$ cat src/rtl/spi_flash_pkg.sv
// Shared definitions for the SPI flash responder.
// Holds the serial NOR opcodes this target understands and the
// transaction state enumeration used by the responder FSM.
package spi_flash_pkg;

    localparam logic [7:0] OP_READ      = 8'h03;
    localparam logic [7:0] OP_FAST_READ = 8'h0B;
    localparam logic [7:0] OP_RDSR      = 8'h05;
    localparam logic [7:0] OP_RDID      = 8'h9F;

    typedef enum logic [2:0] {
        IDLE,
        CMD,
        ADDR,
        DUMMY,
        ID,
        STAT,
        READ,
        IGNORE
    } state_t;

endpackage

$ cat src/rtl/spi_target_sync.sv
// Input conditioning for an oversampling SPI target.
// Passes SCK, CS_n and MOSI through SYNC_STAGES flops and derives
// single-cycle edge strobes from the synchronised levels.
// Ports:
//   clk, reset_n          system clock, async active-low reset
//   spi_sck/cs_n/mosi     raw pad inputs
//   sck_rise, sck_fall    SCK edges, only while CS_n is low
//   cs_fall, cs_rise      chip-select edges
//   mosi                  synchronised MOSI level
module spi_target_sync #(
    parameter int SYNC_STAGES = 2
) (
    input  logic clk,
    input  logic reset_n,
    input  logic spi_sck,
    input  logic spi_cs_n,
    input  logic spi_mosi,
    output logic sck_rise,
    output logic sck_fall,
    output logic cs_fall,
    output logic cs_rise,
    output logic mosi
);

    logic [SYNC_STAGES-1:0] sck_sync_q, sck_sync_d;
    logic [SYNC_STAGES-1:0] cs_sync_q, cs_sync_d;
    logic [SYNC_STAGES-1:0] mosi_sync_q, mosi_sync_d;
    logic sck_prev_q, sck_prev_d;
    logic cs_prev_q, cs_prev_d;
    logic sck_s, cs_n_s;

    always_comb begin
        sck_sync_d  = {sck_sync_q[SYNC_STAGES-2:0], spi_sck};
        cs_sync_d   = {cs_sync_q[SYNC_STAGES-2:0], spi_cs_n};
        mosi_sync_d = {mosi_sync_q[SYNC_STAGES-2:0], spi_mosi};
        sck_prev_d  = sck_sync_q[SYNC_STAGES-1];
        cs_prev_d   = cs_sync_q[SYNC_STAGES-1];
    end

    // CS_n resets high so a select already held low at reset release
    // still produces a clean falling-edge strobe.
    always_ff @(posedge clk or negedge reset_n) begin
        if (!reset_n) begin
            sck_sync_q  <= '0;
            cs_sync_q   <= '1;
            mosi_sync_q <= '0;
            sck_prev_q  <= 1'b0;
            cs_prev_q   <= 1'b1;
        end else begin
            sck_sync_q  <= sck_sync_d;
            cs_sync_q   <= cs_sync_d;
            mosi_sync_q <= mosi_sync_d;
            sck_prev_q  <= sck_prev_d;
            cs_prev_q   <= cs_prev_d;
        end
    end

    assign sck_s  = sck_sync_q[SYNC_STAGES-1];
    assign cs_n_s = cs_sync_q[SYNC_STAGES-1];
    assign mosi   = mosi_sync_q[SYNC_STAGES-1];

    // SCK edges are ignored while deselected so stray clocks on a shared
    // bus cannot advance the bit counter.
    assign sck_rise = sck_s & ~sck_prev_q & ~cs_n_s;
    assign sck_fall = ~sck_s & sck_prev_q & ~cs_n_s;
    assign cs_fall  = ~cs_n_s & cs_prev_q;
    assign cs_rise  = cs_n_s & ~cs_prev_q;

endmodule

$ cat src/rtl/spi_flash_responder.sv
// SPI mode-0 target that mimics a serial NOR flash for the bootloader.
// Answers JEDEC ID (0x9F), status (0x05), read (0x03) and fast read (0x0B)
// from a synchronous byte memory port; all other opcodes are ignored.
// Ports:
//   clk_48mhz, reset_n     system clock, async active-low reset
//   spi_sck/cs_n/mosi      SPI inputs, oversampled
//   spi_miso, spi_miso_oe  SPI output data and pad enable
//   status_in              status byte returned by 0x05
//   mem_addr, mem_rd_en    memory read request (one strobe per byte)
//   mem_rd_data            read data, valid the cycle after mem_rd_en
//   cmd_valid, cmd         opcode-complete pulse and last opcode
module spi_flash_responder
    import spi_flash_pkg::*;
#(
    parameter logic [23:0] JEDEC_ID    = 24'hEF4016,
    parameter int          ADDR_W      = 20,
    parameter int          SYNC_STAGES = 2
) (
    input  logic              clk_48mhz,
    input  logic              reset_n,
    input  logic              spi_sck,
    input  logic              spi_cs_n,
    input  logic              spi_mosi,
    output logic              spi_miso,
    output logic              spi_miso_oe,
    input  logic [7:0]        status_in,
    output logic [ADDR_W-1:0] mem_addr,
    output logic              mem_rd_en,
    input  logic [7:0]        mem_rd_data,
    output logic              cmd_valid,
    output logic [7:0]        cmd
);

    // The shift register only needs to hold what is eventually used: the
    // opcode and the low ADDR_W address bits. Higher address bits fall off.
    localparam int SH_W = (ADDR_W > 8) ? ADDR_W - 1 : 7;

    logic sck_rise, sck_fall, cs_fall, cs_rise, mosi_s;

    state_t            state_q, state_d;
    logic [2:0]        bit_cnt_q, bit_cnt_d;
    logic [1:0]        byte_cnt_q, byte_cnt_d;
    logic [SH_W-1:0]   shift_q, shift_d;
    logic [ADDR_W-1:0] ptr_q, ptr_d;
    logic [1:0]        id_idx_q, id_idx_d;
    logic [7:0]        tx_q, tx_d;
    logic              miso_q, miso_d;
    logic              oe_q, oe_d;
    logic              rd_en_q, rd_en_d;
    logic              rd_cap_q, rd_cap_d;
    logic [ADDR_W-1:0] mem_addr_q, mem_addr_d;
    logic              cmd_valid_q, cmd_valid_d;
    logic [7:0]        cmd_q, cmd_d;

    logic              byte_done;
    logic [7:0]        rx_byte;
    logic [ADDR_W-1:0] rx_addr;

    spi_target_sync #(
        .SYNC_STAGES(SYNC_STAGES)
    ) u_sync (
        .clk      (clk_48mhz),
        .reset_n  (reset_n),
        .spi_sck  (spi_sck),
        .spi_cs_n (spi_cs_n),
        .spi_mosi (spi_mosi),
        .sck_rise (sck_rise),
        .sck_fall (sck_fall),
        .cs_fall  (cs_fall),
        .cs_rise  (cs_rise),
        .mosi     (mosi_s)
    );

    assign byte_done = sck_rise && (bit_cnt_q == 3'd7);
    assign rx_byte   = {shift_q[6:0], mosi_s};
    assign rx_addr   = {shift_q[ADDR_W-2:0], mosi_s};

    always_ff @(posedge clk_48mhz or negedge reset_n) begin
        if (!reset_n) state_q <= IDLE;
        else          state_q <= state_d;
    end

    // Transaction sequencing; a deselect always wins.
    always_comb begin
        state_d = state_q;
        if (cs_rise) begin
            state_d = IDLE;
        end else begin
            case (state_q)
                IDLE:  if (cs_fall) state_d = CMD;
                CMD: begin
                    if (byte_done) begin
                        case (rx_byte)
                            OP_RDID:               state_d = ID;
                            OP_RDSR:               state_d = STAT;
                            OP_READ, OP_FAST_READ: state_d = ADDR;
                            default:               state_d = IGNORE;
                        endcase
                    end
                end
                ADDR: begin
                    if (byte_done && byte_cnt_q == 2'd2)
                        state_d = (cmd_q == OP_FAST_READ) ? DUMMY : READ;
                end
                DUMMY: if (byte_done) state_d = READ;
                default: state_d = state_q;
            endcase
        end
    end

    // Datapath and outputs. Each output byte is loaded on the 8th rise of
    // the byte before it, so its MSB is ready for the very next SCK fall.
    // Read data arrives two cycles after that rise, well inside the
    // minimum SCK half-period.
    always_comb begin
        bit_cnt_d   = bit_cnt_q;
        byte_cnt_d  = byte_cnt_q;
        shift_d     = shift_q;
        ptr_d       = ptr_q;
        id_idx_d    = id_idx_q;
        tx_d        = tx_q;
        miso_d      = miso_q;
        oe_d        = oe_q;
        rd_en_d     = 1'b0;
        rd_cap_d    = rd_en_q;
        mem_addr_d  = mem_addr_q;
        cmd_valid_d = 1'b0;
        cmd_d       = cmd_q;

        if (rd_cap_q) tx_d = mem_rd_data;

        if (cs_rise) begin
            bit_cnt_d = 3'd0;
        end else begin
            if (cs_fall) begin
                bit_cnt_d  = 3'd0;
                byte_cnt_d = 2'd0;
            end
            if (sck_rise && state_q != IDLE) begin
                bit_cnt_d = bit_cnt_q + 3'd1;
                shift_d   = {shift_q[SH_W-2:0], mosi_s};
            end
            if (byte_done) begin
                case (state_q)
                    CMD: begin
                        cmd_valid_d = 1'b1;
                        cmd_d       = rx_byte;
                        byte_cnt_d  = 2'd0;
                        if (rx_byte == OP_RDID) begin
                            tx_d     = JEDEC_ID[23:16];
                            id_idx_d = 2'd1;
                        end else if (rx_byte == OP_RDSR) begin
                            tx_d = status_in;
                        end
                    end
                    ADDR: begin
                        byte_cnt_d = byte_cnt_q + 2'd1;
                        if (byte_cnt_q == 2'd2) begin
                            ptr_d = rx_addr;
                            // Plain read has no dummy byte, so the first
                            // fetch must go out on the last address rise.
                            if (cmd_q == OP_READ) begin
                                rd_en_d    = 1'b1;
                                mem_addr_d = rx_addr;
                                ptr_d      = rx_addr + ADDR_W'(1);
                            end
                        end
                    end
                    DUMMY, READ: begin
                        rd_en_d    = 1'b1;
                        mem_addr_d = ptr_q;
                        ptr_d      = ptr_q + ADDR_W'(1);
                    end
                    ID: begin
                        case (id_idx_q)
                            2'd1:    tx_d = JEDEC_ID[15:8];
                            2'd2:    tx_d = JEDEC_ID[7:0];
                            default: tx_d = JEDEC_ID[23:16];
                        endcase
                        id_idx_d = (id_idx_q == 2'd2) ? 2'd0 : id_idx_q + 2'd1;
                    end
                    STAT:    tx_d = status_in;
                    default: ;
                endcase
            end
            if (sck_fall && (state_q == ID || state_q == STAT || state_q == READ)) begin
                miso_d = tx_q[7];
                oe_d   = 1'b1;
                tx_d   = {tx_q[6:0], 1'b0};
            end
        end

        // Only the three answering states may drive the pad.
        if (cs_rise || !(state_q == ID || state_q == STAT || state_q == READ)) begin
            miso_d = 1'b0;
            oe_d   = 1'b0;
        end
    end

    always_ff @(posedge clk_48mhz or negedge reset_n) begin
        if (!reset_n) begin
            bit_cnt_q   <= 3'd0;
            byte_cnt_q  <= 2'd0;
            shift_q     <= '0;
            ptr_q       <= '0;
            id_idx_q    <= 2'd0;
            tx_q        <= 8'd0;
            miso_q      <= 1'b0;
            oe_q        <= 1'b0;
            rd_en_q     <= 1'b0;
            rd_cap_q    <= 1'b0;
            mem_addr_q  <= '0;
            cmd_valid_q <= 1'b0;
            cmd_q       <= 8'd0;
        end else begin
            bit_cnt_q   <= bit_cnt_d;
            byte_cnt_q  <= byte_cnt_d;
            shift_q     <= shift_d;
            ptr_q       <= ptr_d;
            id_idx_q    <= id_idx_d;
            tx_q        <= tx_d;
            miso_q      <= miso_d;
            oe_q        <= oe_d;
            rd_en_q     <= rd_en_d;
            rd_cap_q    <= rd_cap_d;
            mem_addr_q  <= mem_addr_d;
            cmd_valid_q <= cmd_valid_d;
            cmd_q       <= cmd_d;
        end
    end

    assign spi_miso    = miso_q;
    assign spi_miso_oe = oe_q;
    assign mem_rd_en   = rd_en_q;
    assign mem_addr    = mem_addr_q;
    assign cmd_valid   = cmd_valid_q;
    assign cmd         = cmd_q;

endmodule

$ cat config.mk
export PLATFORM = sky130hd
export DESIGN_NAME = spi_flash_responder
export DESIGN_NICKNAME = d
export VERILOG_FILES = /design/src/rtl/spi_flash_pkg.sv /design/src/rtl/spi_target_sync.sv /design/src/rtl/spi_flash_responder.sv
export SDC_FILE = /design/constraint.sdc
export NUM_CORES = 1
export LEC_CHECK = 0
export BUFFER_PORTS_ARGS = -buffer_cell sky130_fd_sc_hd__buf_4
export CAP_MARGIN = 0
export CORE_ASPECT_RATIO = 1.2
export CORE_MARGIN = 8
export CORE_UTILIZATION = 60
export DETAILED_ROUTE_END_ITERATION = 8
export PLACE_DENSITY = 0.78
export SLEW_MARGIN = 20
export SYNTH_ARGS = -nofsm -noshare
export SYNTH_HDL_FRONTEND = slang
export SYNTH_SLANG_ARGS = --single-unit
$ cat constraint.sdc
create_clock -name clk_48mhz -period 2.6 [get_ports clk_48mhz]
set_clock_uncertainty 0.2 [all_clocks]
set_input_delay 0.26 -clock clk_48mhz [delete_from_list [all_inputs] [get_ports clk_48mhz]]
set_output_delay 0.26 -clock clk_48mhz [all_outputs]
set_load 0.1 [all_outputs]
# Word-level counts from Yosys, hierarchy flattened
# Cells that the tools add are included.
totals:
  ff_bits: 98
  latchBits: 0
  ramBits: 0
  rom_bits: 0
  n_memories: 0
op_classes:
  addsub: 5
  multipliers: 0
  n_div: 0
  n_lt_le_gt_ge: 0
  eq_ne: 24
  n_shift: 0
  mux: 45
  bitwise_logic: 11
  n_reduce_logical: 24
ops:
  columns: ["cell", "count"]
  rows:
  - ["$mux 20", 4]
  - ["$pmux 20 s2", 2]
  - ["$mux 8", 6]
  - ["$add 20x1->20 const B", 2]
  - ["$mux 3", 9]
  - ["$pmux 8 s3", 1]
  - ["$eq 8x2->1 const B", 2]
  - ["$eq 8x4->1 const B", 2]
  - ["$pmux 8 s2", 1]
  - ["$mux 1", 13]
  - ["$eq 3x3->1 const B", 4]
  - ["$ne 3x3->1 const B", 4]
  - ["$pmux 3 s4", 1]
  - ["$reduce_and 5->1", 2]
  - ["$pmux 3 s3", 1]
  - ["$eq 8x3->1 const B", 1]
  - ["$eq 8x8->1 const B", 1]
  - ["$mux 2", 4]
  - ["$pmux 2 s2", 2]
  - ["$reduce_and 4->1", 2]
  - ["$and 1x1->1", 6]
  - ["$eq 3x2->1 const B", 2]
  - ["$ne 2x2->1 const B", 3]
  - ["$reduce_bool 2->1", 3]
  - ["17 further kinds", 31]

# Longest topological paths before layout
# Gate-level depths: netlist (run 1).
logic_depth:
  ltp_word: 8
  ltp_mapped: 9

# By module
# Synthesis (run 1) repeated with hierarchy kept, for this count alone.
unflattened:
  cells_unflattened: 565
  hier_area_um2: 5429.0
by_module_without_submodules:
  columns: ["mod", "instances", "cells_each", "area_per_inst_um2", "seq_area_each_um2"]
  rows:
  - ["spi_flash_responder", 1, 553, 5197.5, 2252.2]
  - ["spi_target_sync", 1, 12, 231.5, 203.9]

# Least setup slack after synthesis (run 1)
# Ideal clock, no wire load.
synth_path:
  path_kind: "flip-flop to flip-flop"
  from: "register cmd_q[0], in the netlist cmd[0]"
  to: "register ptr_q[12]"
  setup_time_ns: 0.126
  arrival_ns: 2.160
  required_time_ns: 2.274
  slack_ns: 0.114
  path_stages_with_launch: 7
  n_path_buf: 1
  cell_sequence: "dfrtp_1 -> and4bb_2 -> nand4_1 -> buf_2 -> nor3_1 -> xor2_1 -> a221o_1"
synth_between:
  elab_chain_cells: 4
synth_rtl:
  columns: ["element", "line", "source"]
  rows:
  - ["start: declaration", "spi_flash_responder.sv:53", "logic [7:0] cmd_q, cmd_d;"]
  - ["start signal: assignment", "spi_flash_responder.sv:228", "cmd_q <= cmd_d;"]
  - ["$eq 8x2->1", "spi_flash_responder.sv:162", "if (cmd_q == OP_READ) begin"]
  - ["$mux 20", "spi_flash_responder.sv:162", null]
  - ["$mux 20", "spi_flash_responder.sv:158", "if (byte_cnt_q == 2'd2) begin"]
  - ["$pmux 20 s2", "spi_flash_responder.sv:144", "case (state_q)"]
  - ["end signal: assignment", "spi_flash_responder.sv:219", "ptr_q <= ptr_d;"]
  - ["end: declaration", "spi_flash_responder.sv:44", "logic [ADDR_W-1:0] ptr_q, ptr_d;"]
# Every way passes these cells. The select of a mux whose other input is x is not followed.
# A chain may end at the register's enable or synchronous reset.

# Worst setup path after layout (run 1)
layout_path:
  from: "register u_sync.cs_prev_q"
  to: "register mem_addr_q[17], in the netlist mem_addr[17]"
layout_between:
  elab_chain_cells: 4
layout_rtl:
  columns: ["element", "line", "source"]
  rows:
  - ["start: declaration", "spi_target_sync.sv:29", "logic cs_prev_q, cs_prev_d;"]
  - ["start signal: assignment", "spi_target_sync.sv:54", "cs_prev_q <= cs_prev_d;"]
  - ["$not 1->1", "spi_target_sync.sv:67", "assign cs_rise = cs_n_s & ~cs_prev_q;"]
  - ["$and 1x1->1", "spi_target_sync.sv:67", null]
  - ["net cs_rise", "spi_flash_responder.sv:38", "logic sck_rise, sck_fall, cs_fall, cs_rise, mosi_s;"]
  - ["$not 1->1 (no source line)", null, null]
  - ["$reduce_and 5->1 (no source line)", null, null]
  - ["end signal: assignment", "spi_flash_responder.sv:226", "mem_addr_q <= mem_addr_d;"]
  - ["end: declaration", "spi_flash_responder.sv:51", "logic [ADDR_W-1:0] mem_addr_q, mem_addr_d;"]
# The timed path passes the listed nets, and every way through them passes these cells.

==> results.md, run 1 <==
- Number of synthesized flops with an enable pin: 0
- Max FO, Critical Path: 21
- Reg-to-reg slack, setup: 0.14 ns
- # fillers: 727
- Number of nets in the layout: 681
- FF-to-FF path depth: 8
- Cell area power density: 602.9 nW/um2
- CTS H-tree lvls: 3
- Total number of yosys warnings: 0
- Layout area overhead: 16.31%
- Design area: 6345 um2
- Post-DR vias/cell: 6.182
- Commonest cells after routing, fill and taps aside: dfrtp_1 (95), nand2_1 (79), buf_4 (78)
- Final count of pins violating max slew: 0
- Clock slew at reported path FFs: 0.09 ns
- Die width: 103.0 um
- Hold endpoint: tx_q[7]
- Mapped Area: 5455 um2
- FFs w/ async S/R, synth: 100.0%
- Initial DRC Count: 388
- # DRC: 0
- Synth top area share: 43.58%
- Worst-Skew Late Latency: 0.38 ns
- Grt ovf: 0
- CTS Sinks: 98
- HP Start: status_in[7]
- Num rows: 38
- Core area: 8939 um2
- Placed Cells: 746
- Worst min path class: in -> reg
- Vias: 4,766
- CP Capture Type: flop
- Most common cell after layout, fill and taps aside: dfrtp_1
- Worst vdd ir: 0.3982 mV
- Syn avg cell area: 9.389 um2
- Reg2Reg Launch Point: u_sync.cs_prev_q
- CTS Buf Count: 9
- CTS tree: done
- Final Hold Fails: 0
- Final Cycle Share: 94.49%
- Layout cells sized above 1: 20.12%
- Placed cell area: 6086 um2
- Starting Density: 61.03%
- Hold depth: 3
- First-pass GRT wire length: 22,800 um
- Reg-to-Reg End: mem_addr[17]
- Leak pwr: 0.002787 uW
- CP arrival: 2.54 ns
- Slew HR: 62.61%
- Die Span Y: 120.5 um
- Vias in the first global route: 4,560
- Root Buffer Master: clkbuf_8
- Pwr Total: 3825 uW
- Worst Setup Path Type: reg -> reg
- Multi-input gate area: 2744 um2
- Post-synthesis cell type count: 65
- Largest area contributor in the netlist: dfrtp_1
- Ports: 53
- Register area: 2456 um2
- Sequential share of the synthesized area: 45.02%
- Worst setup SP type: flop
- Final Non-Filler Cells: 771
- Synth Instances: 581
- Worst slew pin tran: 0.5578 ns
- Ant diodes: 0
- Minimum clock period: 2.457 ns
- Commonest register cell after synthesis: dfrtp_1
- Initial antenna violation count: 0
- Post-DRT Antenna Nets: 0
- Largest net degree at the start of global routing: 59
- CP required: 2.68 ns
- Core Util, Final: 70.98%
- Fmax achieved: 0.4071 GHz
- Detailed placement HPWL: 10,030 um
- Setup TNS: 0 ns
- RSZ-0062 raised after global routing: no
- Total GRT Usage: 23.30%
- Post-Syn Nets: 616
- #FFs+latches synth: 98
- Area contributors post-synth: dfrtp_1 (44%), nand2_1 (5.4%), mux2_2 (4.3%)
- Max-cap viol count: 0
- Run status: completed
- Routability congestion estimate from global placement: 0.8830
- DRT Pass-1 Iters: 5
- Final wirelength: 13,800 um
- Buffers on Ports: 52
- Final setup viols: 0
- Die ar.: 12,410 um2
- Drt wl/cell: 17.90 um
- Deepest clock path buffer count: 2
## cell families after synthesis
family,count (synthesis),share of synthesized area [%]
simple gates,222,20.71
compound gates,139,16.74
flops,98,45.02
buf+inv,56,4.702
mux,33,6.560
xor+xnor,19,3.050
fa+ha+maj,14,3.211
## per-stage QoR
step	worst slack [ns]	hold WS, ns
4_1_cts	0.09352	0.01757
2_1_floorplan	0.1144	-0.2356
5_1_grt	0.03709	0.05858
6_report	0.1434	0.04384
3_5_place_dp	0.1095	0.08231
3_3_place_gp	0.1956	0.07255
## cell usage after synthesis, types with 3 or more instances
cell and count:
a2111oi_0 4, a21oi_1 33, a221o_1 4, a221oi_1 3
a31oi_1 21, and2_1 4, and3_1 5, and4_1 8
buf_2 18, clkbuf_1 14, dfrtp_1 95, dfstp_2 3
ha_1 14, inv_1 18, mux2_2 21, mux2i_1 11
nand2_1 79, nand3_1 18, nand4_1 9, nor2_1 49
nor3_1 16, nor4_1 7, o2111ai_1 3, o211ai_1 3
o21a_1 4, o21ai_0 35, o22ai_1 5, o31ai_1 3
or3_1 3, or4_1 6, xnor2_1 10, xor2_1 9
## registers in the layout (all words and copies together), names as in the netlist, 2 cells and up
name and count:
bit_cnt_q 3, byte_cnt_q 2, cmd 8, id_idx_q 2, mem_addr 20, ptr_q 20, shift_q 19, state_q 3
tx_q 8, u_sync.cs_sync_q 2, u_sync.mosi_sync_q 2, u_sync.sck_sync_q 2
## layout make-up
| cell class | instances | area share (%) |
|---|---|---|
| multi-input cells | 427 | 43.25 |
| flip-flops and latches | 98 | 38.71 |
| repair buffers | 91 | 11.91 |
| well taps | 120 | 2.366 |
| clock buffers | 13 | 2.347 |
| inverters | 19 | 1.124 |
| clock inverters | 3 | 0.2958 |
## what timing repair did
action,in CTS,in global routing
setup endpoints to repair,0,13
gates resized for setup,0,1
setup buffers,0,0
endpoints found under the hold margin,45,0
hold buffers,9,0
## critical path, stage by stage (launching register included)
cell	delay [ns]
dfstp_2	0.55
inv_1	0.05
ha_1	0.19
nand2b_1	0.15
a2111o_2	0.58
a21oi_2	0.18
buf_4	0.24
nor2_1	0.06
a31oi_1	0.16
## worst max-delay path by stage
| stage | startpoint | to | depth (start not counted) |
|---|---|---|---|
| 2_1_floorplan | cmd[0] | ptr_q[12] | 6 |
| 3_3_place_gp | u_sync.cs_prev_q | ptr_q[12] | 7 |
| 3_5_place_dp | byte_cnt_q[0] | ptr_q[19] | 7 |
| 4_1_cts | byte_cnt_q[0] | ptr_q[19] | 7 |
| 5_1_grt | u_sync.cs_prev_q | mem_addr[2] | 8 |
| 6_report | u_sync.cs_prev_q | mem_addr[17] | 8 |
## power breakdown
group | total, uW | switching (uW) | internal (uW)
logic | 1110 | 684 | 429
registers | 1820 | 191 | 1630
clock network | 888 | 514 | 374
total | 3830 | 1390 | 2440
## per-layer routing
| metal | GRT usage [%] | share of wire [%] | up-vias |
|---|---|---|---|
| li1 | - | - | 2231 |
| met1 | 31.36 | 43 | 2316 |
| met2 | 35.89 | 48 | 192 |
| met3 | 4.888 | 6.9 | 27 |
| met4 | 8.885 | 2.1 | 0 |
| met5 | 0 | 0 | - |
Note: power is estimated with default switching activity, not from simulation.
==> run 2, diff against run 1 <==
- PLACE_DENSITY: 0.78 -> 0.81
==> results.md, run 2 (synthesized netlist as in run 1, its figures left out) <==
- Routability congestion estimate from global placement: 0.9039
- Fmax achieved: 0.4073 GHz
- Reg2Reg Launch Point: u_sync.cs_prev_q
- Grt ovf: 0
- Initial antenna violation count: 0
- Initial DRC Count: 442
- Final Cycle Share: 94.44%
- Final setup viols: 0
- # fillers: 690
- FF-to-FF path depth: 8
- Post-DR vias/cell: 6.223
- Ant diodes: 0
- Die width: 103.0 um
- Final wirelength: 13,800 um
- Multi-input gate area: 2744 um2
- Commonest cells after routing, fill and taps aside: dfrtp_1 (95), nand2_1 (79), buf_4 (77)
- RSZ-0062 raised after global routing: no
- Reg-to-Reg End: mem_addr[3]
- Worst Setup Path Type: reg -> reg
- Deepest clock path buffer count: 2
- DRT Pass-1 Iters: 5
- Worst-Skew Late Latency: 0.40 ns
- Drt wl/cell: 17.92 um
- Max FO, Critical Path: 41
- Number of nets in the layout: 680
- CTS tree: done
- Die Span Y: 120.5 um
- Vias in the first global route: 4,699
- Vias: 4,792
- Num rows: 38
- Starting Density: 61.03%
- Worst slew pin tran: 0.8486 ns
- Most common cell after layout, fill and taps aside: dfrtp_1
- Worst min path class: in -> reg
- Worst setup SP type: flop
- Cell area power density: 626.4 nW/um2
- Ports: 53
- Clock slew at reported path FFs: 0.10 ns
- Die ar.: 12,410 um2
- CP Capture Type: flop
- Max-cap viol count: 0
- Hold endpoint: tx_q[4]
- Buffers on Ports: 52
- Root Buffer Master: clkbuf_8
- Minimum clock period: 2.455 ns
- CTS Sinks: 98
- CP required: 2.71 ns
- Reg-to-reg slack, setup: 0.14 ns
- Core area: 8939 um2
- Largest net degree at the start of global routing: 68
- CTS Buf Count: 9
- Worst vdd ir: 0.3977 mV
- Core Util, Final: 71.33%
- First-pass GRT wire length: 23,160 um
- HP Start: status_in[4]
- Post-DRT Antenna Nets: 0
- CP arrival: 2.57 ns
- Detailed placement HPWL: 9811 um
- Layout cells sized above 1: 20.31%
- Hold depth: 3
- Beginning of the critical path: u_sync.cs_prev_q
- Final count of pins violating max slew: 0
- Register area: 2456 um2
- Setup TNS: 0 ns
- Slew HR: 43.43%
- Run status: completed
- # DRC: 0
- Final Hold Fails: 0
- Layout area overhead: 16.88%
- Leak pwr: 0.002798 uW
- Total GRT Usage: 23.54%
- CTS H-tree lvls: 3
## run 2: worst max-delay path, stage by stage (launching register included)
cell and delay (ns):
dfstp_2 0.54, inv_1 0.04, ha_1 0.19, nand2b_1 0.20, a2111o_2 0.55, a21oi_2 0.20
buf_12 0.21, nor2_1 0.06, a31oi_1 0.16
## run 2: cell type report
class | count | area share, %
clock buffer | 9 | 1.943
sequential | 98 | 38.52
inverter | 19 | 1.119
multi-input combinational | 427 | 43.03
timing repair buffer | 90 | 11.58
clock inverter | 7 | 1.452
tap | 120 | 2.355
## run 2: power breakdown
part | total, uW | switching, uW | internal (uW)
logic | 1060 | 667 | 396
clock network | 1100 | 561 | 542
registers | 1830 | 195 | 1630
## run 2: through the flow
step / hold WS, ns / setup slack [ns] / instances / power, uW / instance area (um2)
2_1_floorplan: -0.2356 / 0.1144 / 581 / 2543 / 5455
5_1_grt: 0.05161 / 0.009440 / 770 / 4194 / 6376
4_1_cts: 0.03050 / 0.09020 / 769 / 3981 / 6367
3_3_place_gp: 0.1320 / 0.1903 / 743 / 2840 / 6051
6_report: 0.03795 / 0.1447 / 770 / 3994 / 6376
3_5_place_dp: 0.1435 / 0.1079 / 743 / 2880 / 6051
## run 2: timing repair
item	CTS	global route
buffers inserted	0	1
hold buffers	10	0
endpoints found under the hold margin	72	0
gates resized for setup	0	1
endpoints found under the setup margin	0	21
## run 2: routing by layer
metal  GRT usage (%)  vias to the layer above  share of wire, %
met5               0                        -                 0
met4           12.87                        0               2.5
met3           4.140                       28               7.2
met2           35.41                      197                48
met1           31.40                     2335                43
li1                -                     2232                 -
## run 2: worst max path at each step
stage | end | slack, ns | cells past startpoint
after global routing | mem_addr[3] | 0.009 | 8
after floorplan | ptr_q[12] | 0.11 | 6
after global placement | ptr_q[6] | 0.19 | 8
final | mem_addr[3] | 0.14 | 8
after detailed placement | mem_addr[3] | 0.11 | 8
after CTS | mem_addr[3] | 0.09 | 8
